--- src/rtl/round_ctrl_pkg.sv ---
// Shared types and constants for the zombie round controller.
// Holds the FSM encoding, LFSR seed/taps and parameter defaults.
package round_ctrl_pkg;

  typedef enum logic [2:0] {
    ST_IDLE,
    ST_SPAWN,
    ST_WAIT,
    ST_HOLD,
    ST_OVER
  } state_t;

  localparam logic [7:0] LFSR_SEED = 8'hA5;
  // Fibonacci taps 8,6,5,4 as a bit mask
  localparam logic [7:0] LFSR_TAPS = 8'hB8;

  localparam logic [31:0] WINDOW_DEF     = 32'd25000000;
  localparam logic [31:0] HOLD_DEF       = 32'd5000000;
  localparam logic [7:0]  MAX_ROUNDS_DEF = 8'd20;
  localparam logic [1:0]  LIVES_INIT_DEF = 2'd3;

  function automatic logic [7:0] lfsr_next(
    input logic [7:0] v
  );
    return {v[6:0], ^(v & LFSR_TAPS)};
  endfunction

endpackage

--- src/rtl/lfsr8.sv ---
// Free-running 8-bit Fibonacci LFSR.
// Seeded non-zero, so it never locks up at zero.
module lfsr8
  import round_ctrl_pkg::*;
(
  input  logic       clock,
  input  logic       reset,
  output logic [7:0] value
);

  always_ff @(posedge clock or negedge reset) begin
    if (!reset) value <= LFSR_SEED;
    else        value <= lfsr_next(value);
  end

endmodule

--- src/rtl/round_ctrl.sv ---
// Round controller for the zombie lane shooting game.
// Spawns a zombie, times the reaction window, scores hits.
module round_ctrl
  import round_ctrl_pkg::*;
#(
  parameter logic [31:0] WINDOW     = WINDOW_DEF,
  parameter logic [31:0] HOLD       = HOLD_DEF,
  parameter logic [7:0]  MAX_ROUNDS = MAX_ROUNDS_DEF,
  parameter logic [1:0]  LIVES_INIT = LIVES_INIT_DEF
)(
  input  logic       clock,
  input  logic       reset,
  input  logic       start,
  input  logic [3:0] shoot,
  output logic       hit,
  output logic       fail,
  output logic       end_flag,
  output logic [1:0] zombie_lane,
  output logic       zombie_vld,
  output logic [7:0] score,
  output logic [1:0] lives
);

  state_t      state;
  logic [31:0] timer;
  logic [7:0]  rounds;
  logic [7:0]  lfsr;
  logic [5:0]  lfsr_unused;
  logic        good;
  logic        miss;
  logic        hold_done;
  logic        game_done;

  lfsr8 u_lfsr (
    .clock (clock),
    .reset (reset),
    .value (lfsr)
  );

  assign lfsr_unused = lfsr[7:2];

  // a correct bit wins over wrong bits and the timeout
  assign good = shoot[zombie_lane];
  assign miss = !good &&
                ((|shoot) || (timer == WINDOW - 32'd1));

  assign hold_done = (timer == HOLD - 32'd1);
  assign game_done = (lives == 2'd0) ||
                     (rounds == MAX_ROUNDS);

  always_ff @(posedge clock or negedge reset) begin
    if (!reset) begin
      state       <= ST_IDLE;
      end_flag    <= 1'b1;
      hit         <= 1'b0;
      fail        <= 1'b0;
      zombie_vld  <= 1'b0;
      zombie_lane <= 2'd0;
      score       <= 8'd0;
      lives       <= LIVES_INIT;
      timer       <= 32'd0;
      rounds      <= 8'd0;
    end else begin
      hit  <= 1'b0;
      fail <= 1'b0;
      unique case (state)
        ST_IDLE, ST_OVER: begin
          if (start) begin
            score    <= 8'd0;
            lives    <= LIVES_INIT;
            rounds   <= 8'd0;
            end_flag <= 1'b0;
            state    <= ST_SPAWN;
          end
        end
        ST_SPAWN: begin
          zombie_lane <= lfsr[1:0];
          zombie_vld  <= 1'b1;
          timer       <= 32'd0;
          state       <= ST_WAIT;
        end
        ST_WAIT: begin
          unique case (1'b1)
            good: begin
              hit        <= 1'b1;
              score      <= (score == 8'hFF) ?
                            score : score + 8'd1;
              zombie_vld <= 1'b0;
              rounds     <= rounds + 8'd1;
              timer      <= 32'd0;
              state      <= ST_HOLD;
            end
            miss: begin
              fail       <= 1'b1;
              lives      <= (lives == 2'd0) ?
                            lives : lives - 2'd1;
              zombie_vld <= 1'b0;
              rounds     <= rounds + 8'd1;
              timer      <= 32'd0;
              state      <= ST_HOLD;
            end
            default: timer <= timer + 32'd1;
          endcase
        end
        ST_HOLD: begin
          if (hold_done) begin
            timer <= 32'd0;
            if (game_done) begin
              end_flag <= 1'b1;
              state    <= ST_OVER;
            end else begin
              state <= ST_SPAWN;
            end
          end else begin
            timer <= timer + 32'd1;
          end
        end
        default: begin
          end_flag <= 1'b1;
          state    <= ST_IDLE;
        end
      endcase
    end
  end

endmodule

--- config.mk ---
export PLATFORM = sky130hd
export DESIGN_NAME = round_ctrl
export DESIGN_NICKNAME = d
export VERILOG_FILES = /design/src/rtl/round_ctrl_pkg.sv /design/src/rtl/lfsr8.sv /design/src/rtl/round_ctrl.sv
export SDC_FILE = /design/constraint.sdc
export NUM_CORES = 1
export LEC_CHECK = 0
export ABC_AREA = 1
export BUFFER_PORTS_ARGS = -buffer_cell sky130_fd_sc_hd__buf_2
export CORE_MARGIN = 2
export CORE_UTILIZATION = 50
export DETAILED_ROUTE_END_ITERATION = 6
export PLACE_DENSITY = 0.67
export SLEW_MARGIN = 0
export SYNTH_ARGS = -nofsm -noshare
export SYNTH_HDL_FRONTEND = slang
export SYNTH_HIERARCHICAL = 1
export SYNTH_SLANG_ARGS = --single-unit
--- constraint.sdc ---
create_clock -name clock -period 2.2 [get_ports clock]
set_clock_uncertainty 0.2 [all_clocks]
set_input_delay 0.22 -clock clock [delete_from_list [all_inputs] [get_ports clock]]
set_output_delay 0.22 -clock clock [all_outputs]
set_load 0.1 [all_outputs]
* Yosys cells after proc, flatten, opt, wreduce, memory -nomap -nowiden
Index checks and enable logic that the tools add are counted.
** Operators by class
- Bitwise operators :: 1
- Muxes and demuxes :: 30
- $lt $le $gt $ge :: 1
- Reduce and logical (&&, ||, !) cells :: 20
- Add/sub/neg operators :: 4
- Eq/ne operators :: 16
** Operator list (number)
- 32-bit one-hot mux with 3 select lines :: 1
- 32-bit two-way mux :: 2
- 32-bit by 1-bit adder with 32-bit output, second input constant :: 1
- 32-bit by 23-bit equality test with 1-bit output, second input constant :: 1
- 32-bit by 25-bit equality test with 1-bit output, second input constant :: 1
- 8-bit two-way mux :: 4
- 8-bit one-hot mux with 2 select lines :: 2
- 8-bit by 1-bit adder with 8-bit output, second input constant :: 2
- 2-bit inequality test, second input constant :: 8
- 3-bit two-way mux :: 4
- 3-bit one-hot mux with 4 select lines :: 1
- 4-bit AND reduction :: 3
- 1-bit two-way mux :: 9
- 8-bit by 5-bit equality test with 1-bit output, second input constant :: 1
- 8-bit equality test, second input constant :: 1
- 8-bit parity :: 1
- 3-bit by 2-bit equality test with 1-bit output, second input constant :: 2
- 2-bit two-way mux :: 3
- 3-bit AND reduction :: 2
- 2-bit OR reduction :: 3
- 2-bit one-hot mux with 2 select lines :: 1
- 2-bit nonzero test :: 2
- 4-bit OR reduction :: 1
- 3-bit by 1-bit equality test with 1-bit output, second input constant :: 1
- other kinds (14) :: 15
** Storage, ports and cells
- Output and inout bits :: 16
- Flip-flop bits (word level) :: 67
- Input port bits :: 7

* Longest topological paths before layout
- Word-level depth :: 7
- Depth in mapped cells :: 11
- Depth with buffers taken out :: 11

* Hierarchy
The synthesis kept the hierarchy.
** Modules (own cells, without submodules)
- round_ctrl :: times used 1, area each 3908.7 µm², cells each 576
- lfsr8 :: times used 1, area each 276.5 µm², cells each 25

* Least setup slack after synthesis
OpenSTA, ideal clock, no wires.
- Path type :: reg2reg
- Start point :: reg score[0]
- End point :: reg score[0]
- Period minus slack after synthesis :: 2.414 ns
- Slack :: -0.214 ns
- Arrival time :: 2.053 ns
- Stages on the path, launching flop included :: 10
- Cell sequence :: dfrtp_1 > ha_1 > nand2_1 > nor2_1 > nand3_1 > nand3_1 > nand2_1 > buf_2 > nand2_1 > o21ai_1
** On the way
- Longest elaborated chain between the ends :: 4
- Elaborated cells on any way between the ends :: 7
** Ends and longest elaborated chain
- start, declared :: RTL line round_ctrl.sv:20 : output logic [7:0] score,
- start signal, assigned :: RTL line round_ctrl.sv:86 : score <= (score == 8'hFF) ?
- 8-bit by 1-bit adder with 8-bit output :: RTL line round_ctrl.sv:87 : score : score + 8'd1;
- 8-bit two-way mux :: RTL line round_ctrl.sv:86
- 8-bit two-way mux :: RTL line round_ctrl.sv:83 : unique case (1'b1)
- 8-bit one-hot mux with 2 select lines :: RTL line round_ctrl.sv:66 : unique case (state)
Parallel ways exist; a longest one is shown, timed or not. The select of a mux whose other input is x is not followed.
A chain may end at the register's enable or synchronous reset.

* Worst setup path after layout
- Start point :: reg timer[1]
- End point :: reg timer[26]
** On the way
- Longest elaborated chain between the ends :: 6
- Elaborated cells on any way between the ends :: 9
** Ends and longest elaborated chain
- start, declared :: RTL line round_ctrl.sv:25 : logic [31:0] timer;
- start signal, assigned :: RTL line round_ctrl.sv:102 : default: timer <= timer + 32'd1;
- start signal, assigned :: RTL line round_ctrl.sv:115 : timer <= timer + 32'd1;
- branches (longest 5 deep; another with 32-bit by 1-bit adder with 32-bit output)
- 32-bit one-hot mux with 3 select lines * :: RTL line round_ctrl.sv:66
Every way passes the cells marked *.

==> impl_metrics.py <==
metrics = {
    "outcome": {
        "status": "complete, no violations",
    },
    "setup_path": {
        "regToRegSetupSlack_ns": 0.12,
        "worstPathCellList": "ha_2 > nand2_2 > nor2_4 > buf_4 > nand3_4 > nor2_4 > nand3_2 > o21ai_1 > nand2_1 > nor2_1",
        "r2r_start": "timer[1]",
        "path_buf_inv": 1,
        "worst_path_largest_cell_delay_ns": 0.40,
        "endpoint_kind": "flop",
        "startpoint_type": "flop",
        "crit_fanout": 7,
        "worstSetupPathType": "reg -> reg",
        "arrival_ns": 2.16,
        "critical_path.most_common_cell": "nor2_4",
        "slowest_stage": "dfrtp_1",
        "r2r-end": "timer[26]",
        "worstRegToRegCells": 10,
        "cp_top_family": "simple AND/OR/NAND/NOR gates",
        "required_ns": 2.29,
    },
    "sta": {
        "tightest_slew_ns": 0.7095,
        "whs_ns": 0.07945,
        "post-route-min-period_ns": 2.077,
        "fin_tns_setup_ns": 0,
        "final.period_utilization_pct": 94.39,
        "slew_viol_final": 0,
        "finalSetupViolations": 0,
        "rsz0062_at_grt": "no",
        "fmax_mhz": 481.6,
        "finalHoldViolCount": 0,
        "slew_headroom_pct": 52.70,
    },
    "placement": {
        "placed_area_um2": 4484,
        "placed_cells": 730,
        "port_buffers": 22,
        "gp_congestion": 0.9936,
        "dp_hpwl_um": 7995,
    },
    "synthesis": {
        "synthXorXnorAreaFrac_pct": 4.813,
        "synth-main-ff-cell": "dfrtp_1",
        "synthAdderAreaFrac_pct": 1.495,
        "synth_cell_type_count": 33,
        "synthArstFlopShare_pct": 100.0,
        "yosys.area_share.simple_pct": 42.00,
        "syn_area_um2": 4185,
        "synth_nets": 613,
        "syn_avg_cell_area_um2": 6.964,
        "synth_edf_count": 0,
        "ys_seq_area_share_pct": 40.27,
        "synth.area.mux_share_pct": 0.2691,
        "yosys_register_bits": 67,
        "synthCells": 601,
        "yosys_warnings": 6,
        "synth_compound_area_share_pct": 3.827,
        "synth_top_family_by_area": "simple AND/OR/NAND/NOR gates",
    },
    "floorplanning": {
        "start_util_pct": 51.19,
        "die_h_um": 95.49,
        "io_pins": 23,
        "dieWidth_um": 95.49,
        "num_rows": 33,
        "die-area_um2": 9118,
        "core_um2": 8175,
    },
    "clock_network": {
        "clkSinkCount": 67,
        "clock_latency_ns": 0.35,
        "htreeDepth": 3,
        "cts_tree": "yes",
        "clk_pin_slew_worst_paths_ns": 0.08,
        "clockRootBuffer": "clkbuf_8",
        "cts.path.max_buffers": 2,
        "cts_buffers": 9,
    },
    "grt": {
        "grtUsageMet2_pct": 39.79,
        "grt.overflow.total": 0,
        "use_met1_pct": 35.45,
        "grtUsageTotal_pct": 25.28,
        "grt_pass1_wl_um": 17500,
        "grtUsageMet3_pct": 4.111,
        "grt_max_degree": 28,
        "grt.busiest_layer": "met2",
        "grt_antenna_before_repair": 0,
        "grt_pass1_vias": 3707,
    },
    "power_and_ir_drop": {
        "leakage_nw": 2.256,
        "vdd_drop_max_mv": 0.3338,
        "p_int_w": 0.001810,
        "clkPwrFrac_pct": 44.4,
        "p_switching_w": 0.0005742,
        "p_per_area_nw_per_um2": 498.6,
        "swShare_pct": 24.09,
        "comb_power_share_pct": 3.6,
        "power_frac_seq_pct": 52.0,
    },
    "detailed_routing": {
        "routed-via-count": 3934,
        "wl_per_cell_um": 13.89,
        "wl_um": 10450,
        "via_per_inst": 5.231,
        "ant_nets": 0,
        "drtIter0Drc": 232,
        "first_pass_iters": 5,
        "drc": 0,
    },
    "cells_and_area": {
        "antenna_cells": 0,
        "synthToLayoutAreaGrowth_pct": 14.23,
        "fin_util_pct": 58.48,
        "fin_nets": 654,
        "drive_above_1_share_pct": 14.68,
        "postLayoutCellArea_um2": 4781,
        "instances_no_fill": 752,
    },
    "min_path": {
        "holdCritStartpoint": "shoot[0]",
        "min_path_type": "in -> reg",
        "holdPathStages": 5,
        "holdPathEnd": "hit",
    },
    "run": {
        "cap_violations": 0,
    },
}
how the worst max path moves through the flow:
stage	from	end	slack [ns]	depth (start not counted)
detailed placement	timer[0]	timer[20]	0.08	8
global placement	timer[0]	timer[20]	0.15	8
finish	timer[1]	timer[26]	0.12	10
CTS	timer[0]	timer[20]	0.06	8
global route	timer[1]	timer[20]	0.01	9
floorplan	zombie_lane[0]	score[6]	0.02	10
flip-flops by register name, indices dropped and copies added, names as in the netlist:
| signal | flops |
|---|---|
| end_flag | 1 |
| fail | 1 |
| hit | 1 |
| lives | 2 |
| rounds | 8 |
| score | 8 |
| state | 3 |
| timer | 32 |
| u_lfsr/value | 8 |
| zombie_lane | 2 |
| zombie_vld | 1 |
stage by stage:
step | power (W) | worst slack [ns]
global placement | 0.001348 | 0.1547
global route | 0.002466 | 0.01209
finish | 0.002384 | 0.1234
floorplan | 0.001301 | 0.02425
detailed placement | 0.001349 | 0.08034
CTS | 0.002411 | 0.05607
tightest hold or removal path, delay by kind of cell:
| kind | cells | cell delay (ns) |
|---|---|---|
| buffers and inverters | 1 | 0.11 |
| and+or+nand+nor | 4 | 0.28 |
final cells by class:
class	count	area, um^2
clock buffer	10	137.6
sequential	67	1690
multi-input combinational	457	2226
clock inverter	6	63.81
tap	105	131.4
timing repair buffer	38	272.8
fill	778	3395
inverter	69	259.0
cell usage after synthesis (2+ instances only):
cell type	instances	area share (%)
nand2_1	199	18
nor2_1	96	8.6
inv_1	66	5.9
dfrtp_1	60	36
nand3_1	57	6.8
xor2_1	21	4.4
nand4_1	13	1.9
nor3_1	10	1.2
o21ai_0	8	0.96
dfstp_2	7	4.4
nand3_2	6	1.4
o21bai_1	6	1.1
a21oi_1	5	0.60
ha_1	5	1.5
nor3b_1	4	0.72
o21ai_2	4	0.84
or2_2	4	0.60
clkbuf_1	3	0.27
inv_2	3	0.27
o21ai_1	3	0.36
buf_2	2	0.24
buf_6	2	0.54
nand2_2	2	0.30
nand2_4	2	0.54
nand3b_1	2	0.36
nor2_2	2	0.30
nor2_4	2	0.54
xnor2_1	2	0.42
power by group through the flow:
| stage | Combinational, W | Sequential [W] | Clock, W |
|---|---|---|---|
| final | 0.0000864 | 0.00124 | 0.00106 |
| after floorplan | 0.0000102 | 0.00129 | 0 |
| after global routing | 0.0000959 | 0.00124 | 0.00113 |
| after global placement | 0.0000854 | 0.00126 | 0 |
| after CTS | 0.0000890 | 0.00124 | 0.00108 |
| after detailed placement | 0.0000863 | 0.00126 | 0 |
layout by cell type (no fill, tap or decap), drive strengths merged, types with 4 or more instances in the layout:
cell,count
a21oi,5
buf,36
clkbuf,10
dfrtp,60
dfstp,7
ha,5
inv,70
nand2,203
nand3,64
nand4,13
nor2,100
nor3,11
nor3b,4
o21ai,15
o21bai,6
or2,4
xor2,21
metal layers:
metal	up-vias	routed length (um)
li1	1971	-
met3	17	613
met4	0	227
met5	-	0
met1	1834	4951
met2	112	4656
logic make-up (layout without fill, tap and decap cells):
logic type	count (synthesis)	count (layout)
multiplexers	1	1
flip-flops	67	67
XOR/XNOR	23	23
AND/OR/NAND/NOR	402	402
adder cells (fa/ha/maj)	5	5
AO/OA/AOI/OAI	26	26
buffers and inverters	77	123
repair_timing:
action | in CTS | in global routing
setup buffers | 0 | 4
gates resized for setup | 0 | 7
hold buffers | 2 | 0
endpoints found under the hold margin | 22 | 0
endpoints found under the setup margin | 0 | 29
No activity file was read; power rests on OpenSTA's default activity.
